==> config.mk <==
export PLATFORM = sky130hd
export DESIGN_NAME = sseg_scan_sched
export DESIGN_NICKNAME = d
export VERILOG_FILES = /design/src/rtl/sseg_pkg.sv /design/src/rtl/scan_prescaler.sv /design/src/rtl/sseg_scan_sched.sv
export SDC_FILE = /design/constraint.sdc
export NUM_CORES = 1
export LEC_CHECK = 0
export BUFFER_PORTS_ARGS = -buffer_cell sky130_fd_sc_hd__buf_2
export CORE_ASPECT_RATIO = 0.9
export CORE_UTILIZATION = 45
export CTS_CLUSTER_SIZE = 14
export DETAILED_ROUTE_END_ITERATION = 8
export HOLD_SLACK_MARGIN = 0.1
export PLACE_DENSITY = 0.77
export SLEW_MARGIN = 20
export SYNTH_ARGS = -nofsm -noshare
export SYNTH_HDL_FRONTEND = slang
export SYNTH_SLANG_ARGS = --single-unit
==> constraint.sdc <==
create_clock -name CLK -period 4.2 [get_ports CLK]
set_clock_uncertainty 0.1 [all_clocks]
set_input_delay 1.26 -clock CLK [delete_from_list [all_inputs] [get_ports CLK]]
set_output_delay 1.26 -clock CLK [all_outputs]
set_load 0.02 [all_outputs]
==> src/rtl/sseg_pkg.sv <==
// Shared types and constants for the seven-segment scan scheduler.
package sseg_pkg;

    typedef enum logic [1:0] {
        OWN_A  = 2'd0,
        PEND_B = 2'd1,
        OWN_B  = 2'd2
    } own_state_t;

    localparam logic [6:0] SEG_OFF    = 7'h7F;
    localparam logic [3:0] AN_OFF     = 4'b1111;
    localparam int         NUM_DIGITS = 4;

    function automatic int cnt_width(input int div);
        return (div > 1) ? $clog2(div) : 1;
    endfunction

endpackage

==> src/rtl/scan_prescaler.sv <==
// Digit-slot prescaler: cnt runs 0..SCAN_DIV-1 and tick marks the last count of a slot.
module scan_prescaler
    import sseg_pkg::*;
#(
    parameter int SCAN_DIV = 100000,
    localparam int CNT_W   = cnt_width(SCAN_DIV)
) (
    input  logic             CLK,
    input  logic             RST,
    output logic [CNT_W-1:0] cnt,
    output logic             tick
);

    assign tick = (cnt == CNT_W'(SCAN_DIV - 1));

    always_ff @(posedge CLK) begin
        if (RST) begin
            cnt <= '0;
        end else if (tick) begin
            cnt <= '0;
        end else begin
            cnt <= cnt + CNT_W'(1);
        end
    end

endmodule

==> src/rtl/sseg_scan_sched.sv <==
// Four-digit display scan scheduler with frame-aligned A/B ownership arbitration.
// Optional SSEG_DIM_EN adds a brightness input that shortens the anode on-time per slot.
//
// state  | meaning
// OWN_A  | source A drives the display
// PEND_B | B requested, waiting for a frame boundary
// OWN_B  | source B drives the display for at least HOLD_FRAMES frames
module sseg_scan_sched
    import sseg_pkg::*;
#(
    parameter int SCAN_DIV    = 100000,
    parameter int HOLD_FRAMES = 60
) (
    input  logic        CLK,
    input  logic        RST,
    input  logic [27:0] a_digits,
    input  logic        b_req,
    input  logic [27:0] b_digits,
`ifdef SSEG_DIM_EN
    input  logic [1:0]  brightness,
`endif
    output logic        b_gnt,
    output logic [3:0]  an,
    output logic [6:0]  sseg,
    output logic        frame_done
);

    localparam int CNT_W  = cnt_width(SCAN_DIV);
    localparam int HOLD_W = $clog2(HOLD_FRAMES + 1);

    logic [CNT_W-1:0]  cnt;
    logic              tick;
    logic [1:0]        idx;
    own_state_t        state;
    logic [HOLD_W-1:0] hold_cnt;
    logic [27:0]       src_digits;
    logic [6:0]        cur_digit;
    logic              an_on;

    scan_prescaler #(.SCAN_DIV(SCAN_DIV)) u_prescaler (
        .CLK  (CLK),
        .RST  (RST),
        .cnt  (cnt),
        .tick (tick)
    );

    assign src_digits = (state == OWN_B) ? b_digits : a_digits;

    always_comb begin
        cur_digit = src_digits[6:0];
        case (idx)
            2'd0: cur_digit = src_digits[6:0];
            2'd1: cur_digit = src_digits[13:7];
            2'd2: cur_digit = src_digits[20:14];
            2'd3: cur_digit = src_digits[27:21];
            default: cur_digit = src_digits[6:0];
        endcase
    end

`ifdef SSEG_DIM_EN
    // SCAN_DIV is a multiple of 4, so each brightness step is a quarter slot.
    logic [31:0] on_limit;
    assign on_limit = (32'(brightness) + 32'd1) * 32'(SCAN_DIV / 4);
    assign an_on    = (32'(cnt) < on_limit);
`else
    assign an_on    = 1'b1;
`endif

    always_ff @(posedge CLK) begin
        if (RST) begin
            idx        <= 2'd0;
            state      <= OWN_A;
            hold_cnt   <= '0;
            an         <= AN_OFF;
            sseg       <= SEG_OFF;
            b_gnt      <= 1'b0;
            frame_done <= 1'b0;
        end else begin
            if (tick) begin
                idx <= idx + 2'd1;
            end
            frame_done <= tick && (idx == 2'd3);
            an         <= an_on ? ~(4'b0001 << idx) : AN_OFF;
            sseg       <= cur_digit;

            // frame_done here is the registered pulse, i.e. the boundary just passed
            case (state)
                OWN_A: begin
                    if (b_req) begin
                        state <= PEND_B;
                    end
                end
                PEND_B: begin
                    if (!b_req) begin
                        state <= OWN_A;
                    end else if (frame_done) begin
                        state    <= OWN_B;
                        b_gnt    <= 1'b1;
                        hold_cnt <= '0;
                    end
                end
                OWN_B: begin
                    if (frame_done) begin
                        if (!b_req && (hold_cnt >= HOLD_W'(HOLD_FRAMES))) begin
                            state <= OWN_A;
                            b_gnt <= 1'b0;
                        end else if (hold_cnt < HOLD_W'(HOLD_FRAMES)) begin
                            hold_cnt <= hold_cnt + HOLD_W'(1);
                        end
                    end
                end
                default: begin
                    state <= OWN_A;
                    b_gnt <= 1'b0;
                end
            endcase
        end
    end

endmodule

==> flow_metrics.py, run 1 <==
metrics = {
    "timing": {
        "tightest_slew_ns": 0.9000,
        "fin_crit_sh": 0.5471,
        "finalHoldViolCount": 0,
        "drv_slew": 0,
        "setup_tns_ns": 0,
        "rsz0062_at_grt": "no",
        "setup-violations-final": 0,
        "slew_headroom": 0.4000,
        "fmax_mhz": 435.2,
        "fin_crit_ns": 2.298,
    },
    "critical_path": {
        "path_buf_inv": 1,
        "worstPathMaxFanout": 7,
        "ff2ff_path_depth": 5,
        "cp.arrival_ns": 0.94,
        "setup.worst_path.class": "flip-flop to output port",
        "worstPathRequired_ns": 2.84,
        "cp_top_family": "flip-flops",
        "crit_path_max_incr_delay_ns": 0.44,
        "slowest_stage": "dfxtp_1",
        "r2r_start": "u_prescaler.cnt[0]",
        "path_cells": "buf_2",
        "r2r_end": "u_prescaler.cnt[6]",
        "r2r_slack_ns": 2.16,
        "cp-end-kind": "output port",
        "crit_path_start_kind": "flip-flop",
    },
    "power": {
        "power_frac_seq": 0.549,
        "finalPower_uw": 713.3,
        "clkPwrFrac": 0.369,
        "p_switching_uw": 165.7,
        "p_leak_nw": 1.007,
        "swShare": 0.2324,
        "intPower_uw": 547.5,
        "ir_drop_mv": 0.1851,
        "combPwrFrac": 0.082,
        "p_per_area_nw_per_um2": 279.2,
    },
    "logic_synthesis": {
        "synth_area_leaders": "dfxtp_1, ha_1, nor2_1, mux2i_1, mux2_2",
        "seq_area_frac_synth": 0.3860,
        "synth_top_cell_by_area": "dfxtp_1",
        "syn_avg_cell_area_sq_um": 9.261,
        "synth.top_cell.area_share": 0.3860,
        "synth_cell_type_count": 48,
        "synth.cell_area_sq_um": 2074,
        "synth_cells": 224,
        "synth_seq_cells": 40,
        "yosysWarnings": 0,
        "syn_nets": 290,
    },
    "routing": {
        "first_pass_iters": 4,
        "vias_per_cell": 5.413,
        "drt_wl_total_um": 4836,
        "wl_per_cell_um": 13.58,
        "drt_iter0_drc": 69,
        "drc": 0,
        "ant_nets": 0,
        "dr_total_vias": 1927,
    },
    "worst_hold_path": {
        "whs_endpoint": "hold_cnt[5]",
        "worst_hold_path.num_cells": 2,
        "hold_start": "hold_cnt[5]",
        "worstHoldPathType": "flip-flop to flip-flop",
    },
    "layout": {
        "diodes": 0,
        "utilization": 0.5765,
        "seq_area_sq_um": 800.8,
        "layout-drive-gt1-share": 0.3197,
        "nNetsFinal": 359,
        "fillCellCount": 407,
        "multi_input_area_sq_um": 1206,
        "instances_no_fill": 356,
        "area_delta_synth_final_pct": 23.16,
    },
    "flow_run": {
        "max-cap-violations": 0,
    },
    "grt": {
        "grt_usage": 0.2014,
        "grt_pass1_vias": 1596,
        "grt_pass1_wl_um": 7320,
        "antenna_found_initial": 0,
        "grt_max_degree": 22,
        "grt-ovfl-total": 0,
    },
    "floorplan": {
        "ios": 72,
        "fp.dieW_um": 73.57,
        "rows": 23,
        "die_area_sq_um": 4886,
        "start_util": 0.4681,
        "coreArea_sq_um": 4432,
        "dieHeight_um": 66.41,
    },
    "clock_network": {
        "cts-root-buf": "clkbuf_8",
        "cts-hold-fix-buffers": 0,
        "cts_tree": "built",
        "cts_resized": 0,
        "cts_buffers": 5,
        "cts.sinks": 40,
        "path_clk_slew_ns": 0.08,
        "cts_max_path_buffers": 2,
        "post_cts_buffers": 0,
        "clk_latency_ns": 0.30,
        "h-tree-depth": 2,
    },
    "run_status": {
        "status": "finished, final reports clean",
    },
    "place": {
        "numPortBuffers": 71,
        "gp_congestion": 0.8654,
        "dp_hpwl_um": 3573,
        "place_inst": 348,
    },
}
worst max path at each step:
stage / slack, ns / endpoint / cells after the start / from
after floorplan: 2.13 / sseg[0] / 3 / RST
after global placement: 1.95 / u_prescaler.cnt[12] / 4 / RST
after detailed placement: 1.90 / u_prescaler.cnt[6] / 4 / RST
after CTS: 1.89 / frame_done / 1 / frame_done
after global routing: 1.86 / frame_done / 1 / frame_done
final: 1.90 / frame_done / 1 / frame_done
synthesized netlist by cell type (all sizes together):
library cell,n
and4bb,1
nor3b,1
o22ai,1
mux2i,8
a41oi,1
a41o,1
xnor2,8
a2111oi,1
nor3,4
nor4,4
xor2,9
nand4,5
a31o,1
or3,2
nor4b,3
nor2b,1
a22o,7
buf,4
a211oi,2
nand3b,1
inv,6
nor2,23
dfxtp,40
a31oi,2
nand2b,1
a211o,1
and3,3
nand4b,1
a32oi,7
nand3,9
and4,5
mux2,7
a221o,7
nand2,21
clkbuf,5
o21ai,10
ha,7
a21oi,3
and2b,1
power by group through the flow:
stage / Clock, mW / Combinational [mW] / Sequential (mW)
after floorplan: 0 / 0.0188 / 0.404
final: 0.264 / 0.0584 / 0.391
after global routing: 0.291 / 0.0638 / 0.392
after detailed placement: 0 / 0.0583 / 0.400
after global placement: 0 / 0.0575 / 0.400
after CTS: 0.274 / 0.0586 / 0.391
per-stage QoR:
| stage | hold WS [ns] | instance area [sq um] | setup slack (ns) |
|---|---|---|---|
| global placement | 0.3524 | 2462 | 1.949 |
| floorplan | 0.3324 | 2074 | 2.132 |
| detailed placement | 0.3560 | 2462 | 1.901 |
| CTS | 0.3760 | 2555 | 1.889 |
| finish | 0.3706 | 2555 | 1.902 |
| global route | 0.4247 | 2555 | 1.863 |
routing by layer:
metal | vias up | share of wire | track usage
li1 | 970 | - | -
met1 | 884 | 0.44 | 0.2346
met2 | 66 | 0.47 | 0.3406
met3 | 7 | 0.077 | 0.06860
met4 | 0 | 0.011 | 0.07212
met5 | - | 0 | 0
final cells by class:
class / instances / area share
multi-input combinational: 169 / 0.4721
sequential: 40 / 0.3134
timing repair buffer: 71 / 0.1391
clock buffer: 6 / 0.03232
tap: 62 / 0.03036
inverter: 6 / 0.008815
clock inverter: 2 / 0.003918
flip-flops by register name (all words and copies together) (netlist names):
signal,count
state,2
hold_cnt,6
an,4
idx,2
sseg,7
frame_done,1
b_gnt,1
u_prescaler.cnt,17
layout by cell type (no fill, tap or decap), drive strengths merged, types with 2 or more instances in the layout:
| cell type | netlist | layout |
|---|---|---|
| and4 | 5 | 5 |
| clkbuf | 5 | 6 |
| ha | 7 | 7 |
| nor4 | 4 | 4 |
| nand3 | 9 | 9 |
| a22o | 7 | 7 |
| o21ai | 10 | 10 |
| a21oi | 3 | 3 |
| xnor2 | 8 | 8 |
| or3 | 2 | 2 |
| a211oi | 2 | 2 |
| nor3 | 4 | 4 |
| inv | 6 | 6 |
| mux2 | 7 | 7 |
| clkinv | 0 | 2 |
| nand4 | 5 | 5 |
| a221o | 7 | 7 |
| buf | 4 | 71 |
| dfxtp | 40 | 40 |
| mux2i | 8 | 8 |
| nor4b | 3 | 3 |
| nor2 | 23 | 23 |
| a31oi | 2 | 2 |
| and3 | 3 | 3 |
| nand2 | 21 | 21 |
| xor2 | 9 | 9 |
| a32oi | 7 | 7 |
kinds of logic after synthesis:
| kind of cell | synth area share |
|---|---|
| mux | 0.07660 |
| fa+ha+maj | 0.04222 |
| xor+xnor | 0.07178 |
| compound gates | 0.1659 |
| flops | 0.3860 |
| simple gates | 0.2250 |
| buf+inv | 0.03256 |
Note: power is estimated with default switching activity, not from simulation.
==> inputs of run 2 (changes only) <==
==> constraint.sdc (replaced) <==
create_clock -name CLK -period 2.2 [get_ports CLK]
set_clock_uncertainty 0.1 [all_clocks]
set_input_delay 0.66 -clock CLK [delete_from_list [all_inputs] [get_ports CLK]]
set_output_delay 0.66 -clock CLK [all_outputs]
set_load 0.02 [all_outputs]
==> run 2 against run 1 <==
Utilization grew 0.42 points. Combinational power up 93%. Final cell count up 0.84%. Setup slack got worse by 1.5 ns. Global-route usage is 0.71 points lower. First-iteration DRC count shrank 5.8%. Clock-buffer cell count fell by 1. Clock power grew 73%. Sequential power grew 91%. Design area increased by 0.73%. Sequential share of layout area down 0.23 points. Critical path type is now flip-flop to flip-flop. Critical endpoint is now idx[0]. Largest power group unchanged.
==> flow_metrics.py, run 2 (synthesis gave the netlist of run 1 again) <==
metrics = {
    "run_status": {
        "status": "finished, final reports clean",
    },
    "layout": {
        "nNetsFinal": 363,
        "mostFrequentLayoutCell": "buf_2",
        "reg_top3": "u_prescaler.cnt: 17 flops, sseg: 7 flops, hold_cnt: 6 flops",
        "diodes": 0,
        "area_delta_synth_final_pct": 24.07,
        "regMostFlops": "u_prescaler.cnt",
        "final_cell_mix": "buf_2, dfxtp_1, nor2_1, nand2_1",
        "instances_no_fill": 359,
        "layout-drive-gt1-share": 0.3266,
        "largest_reg_flops": 17,
    },
    "timing": {
        "rsz0062_at_grt": "no",
        "tightest_slew_ns": 0.4779,
        "slew_headroom": 0.6785,
        "finalHoldViolCount": 0,
        "setup-violations-final": 0,
        "fmax_mhz": 554.7,
        "fin_crit_ns": 1.803,
        "setup_tns_ns": 0,
        "drv_slew": 0,
        "fin_crit_sh": 0.8195,
    },
    "power": {
        "p_per_area_nw_per_um2": 511.1,
        "ir_drop_mv": 0.4197,
        "p_leak_nw": 1.017,
    },
    "grt": {
        "grt_pass1_vias": 1643,
        "grt_max_degree": 22,
        "grt_usage": 0.1943,
        "grt-ovfl-total": 0,
        "grt_pass1_wl_um": 7113,
        "antenna_found_initial": 0,
    },
    "routing": {
        "ant_nets": 0,
        "vias_per_cell": 5.357,
        "drc": 0,
        "dr_total_vias": 1923,
        "drt_wl_total_um": 4731,
        "wl_per_cell_um": 13.18,
        "drt_iter0_drc": 65,
        "first_pass_iters": 4,
    },
    "critical_path": {
        "cp.arrival_ns": 1.93,
        "setup.worst_path.class": "flip-flop to flip-flop",
        "worstPathMaxFanout": 7,
        "crit_path_start_kind": "flip-flop",
        "cp-end-kind": "flip-flop",
        "worstPathRequired_ns": 2.32,
    },
    "clock_network": {
        "cts-hold-fix-buffers": 0,
        "h-tree-depth": 2,
        "cts_max_path_buffers": 2,
        "post_cts_buffers": 0,
        "clk_latency_ns": 0.29,
        "cts_resized": 0,
        "cts-root-buf": "clkbuf_8",
        "path_clk_slew_ns": 0.08,
        "cts_tree": "built",
        "cts_buffers": 5,
        "cts.sinks": 40,
    },
    "floorplan": {
        "die_area_sq_um": 4886,
        "coreArea_sq_um": 4432,
        "ios": 72,
        "dieHeight_um": 66.41,
        "fp.dieW_um": 73.57,
        "rows": 23,
        "start_util": 0.4681,
    },
    "place": {
        "place_inst": 352,
        "gp_congestion": 0.8266,
        "numPortBuffers": 71,
        "dp_hpwl_um": 3624,
    },
    "worst_hold_path": {
        "worstHoldPathType": "flip-flop to flip-flop",
    },
    "flow_run": {
        "max-cap-violations": 0,
    },
}
==> run 2: routing by layer <==
layer  part of all wire  routed length (um)  up-vias  track usage
li1                   -                   -      979            -
met2               0.49                2320       63       0.3601
met5                  0                   0        -            0
met3              0.069                 326        2      0.05793
met4             0.0049                  23        0      0.05769
met1               0.44                2060      879       0.2104
==> run 2: layout make-up <==
cell class | count | area, sq um
well taps | 62 | 77.57
multi-input cells | 169 | 1206
flip-flops and latches | 40 | 800.8
inverters | 6 | 22.52
clock buffers | 5 | 68.82
fillers | 428 | 1858
repair buffers | 75 | 385.4
clock inverters | 2 | 12.51
==> run 2: worst paths after layout <==
| kind | startpoint | endpoint | slack [ns] | depth (start not counted) |
|---|---|---|---|---|
| max | u_prescaler.cnt[0] | idx[0] | 0.40 | 5 |
| min | hold_cnt[5] | hold_cnt[5] | 0.37 | 2 |
| max reg2reg | u_prescaler.cnt[0] | idx[0] | 0.40 | 5 |
| min reg2reg | hold_cnt[5] | hold_cnt[5] | 0.37 | 2 |
==> run 2: per-stage QoR <==
stage | hold WS [ns] | utilization | setup WS [ns] | total power [mW] | instance area (sq um)
6_report | 0.3664 | 0.5807 | 0.3972 | 1.315 | 2574
5_1_grt | 0.4050 | 0.5807 | 0.2904 | 1.374 | 2574
4_1_cts | 0.3780 | 0.5807 | 0.4070 | 1.329 | 2574
3_5_place_dp | 0.3594 | 0.5624 | 0.4037 | 0.8774 | 2492
3_3_place_gp | 0.3565 | 0.5624 | 0.5092 | 0.8746 | 2492
2_1_floorplan | 0.3324 | - | 0.5461 | 0.8081 | 2074
==> run 2: power by group <==
part           leakage (nW)  switching [mW]  internal (mW)
combinational         0.652          0.0540         0.0593
sequential            0.326         0.00908          0.737
clock                0.0400           0.241          0.215
==> run 2: critical path: stages (launching register included) <==
cell and delay, ns:
dfxtp_1 0.40, ha_1 0.32, and4bb_1 0.22, nand3_1 0.16, or3_1 0.38, a21oi_1 0.16
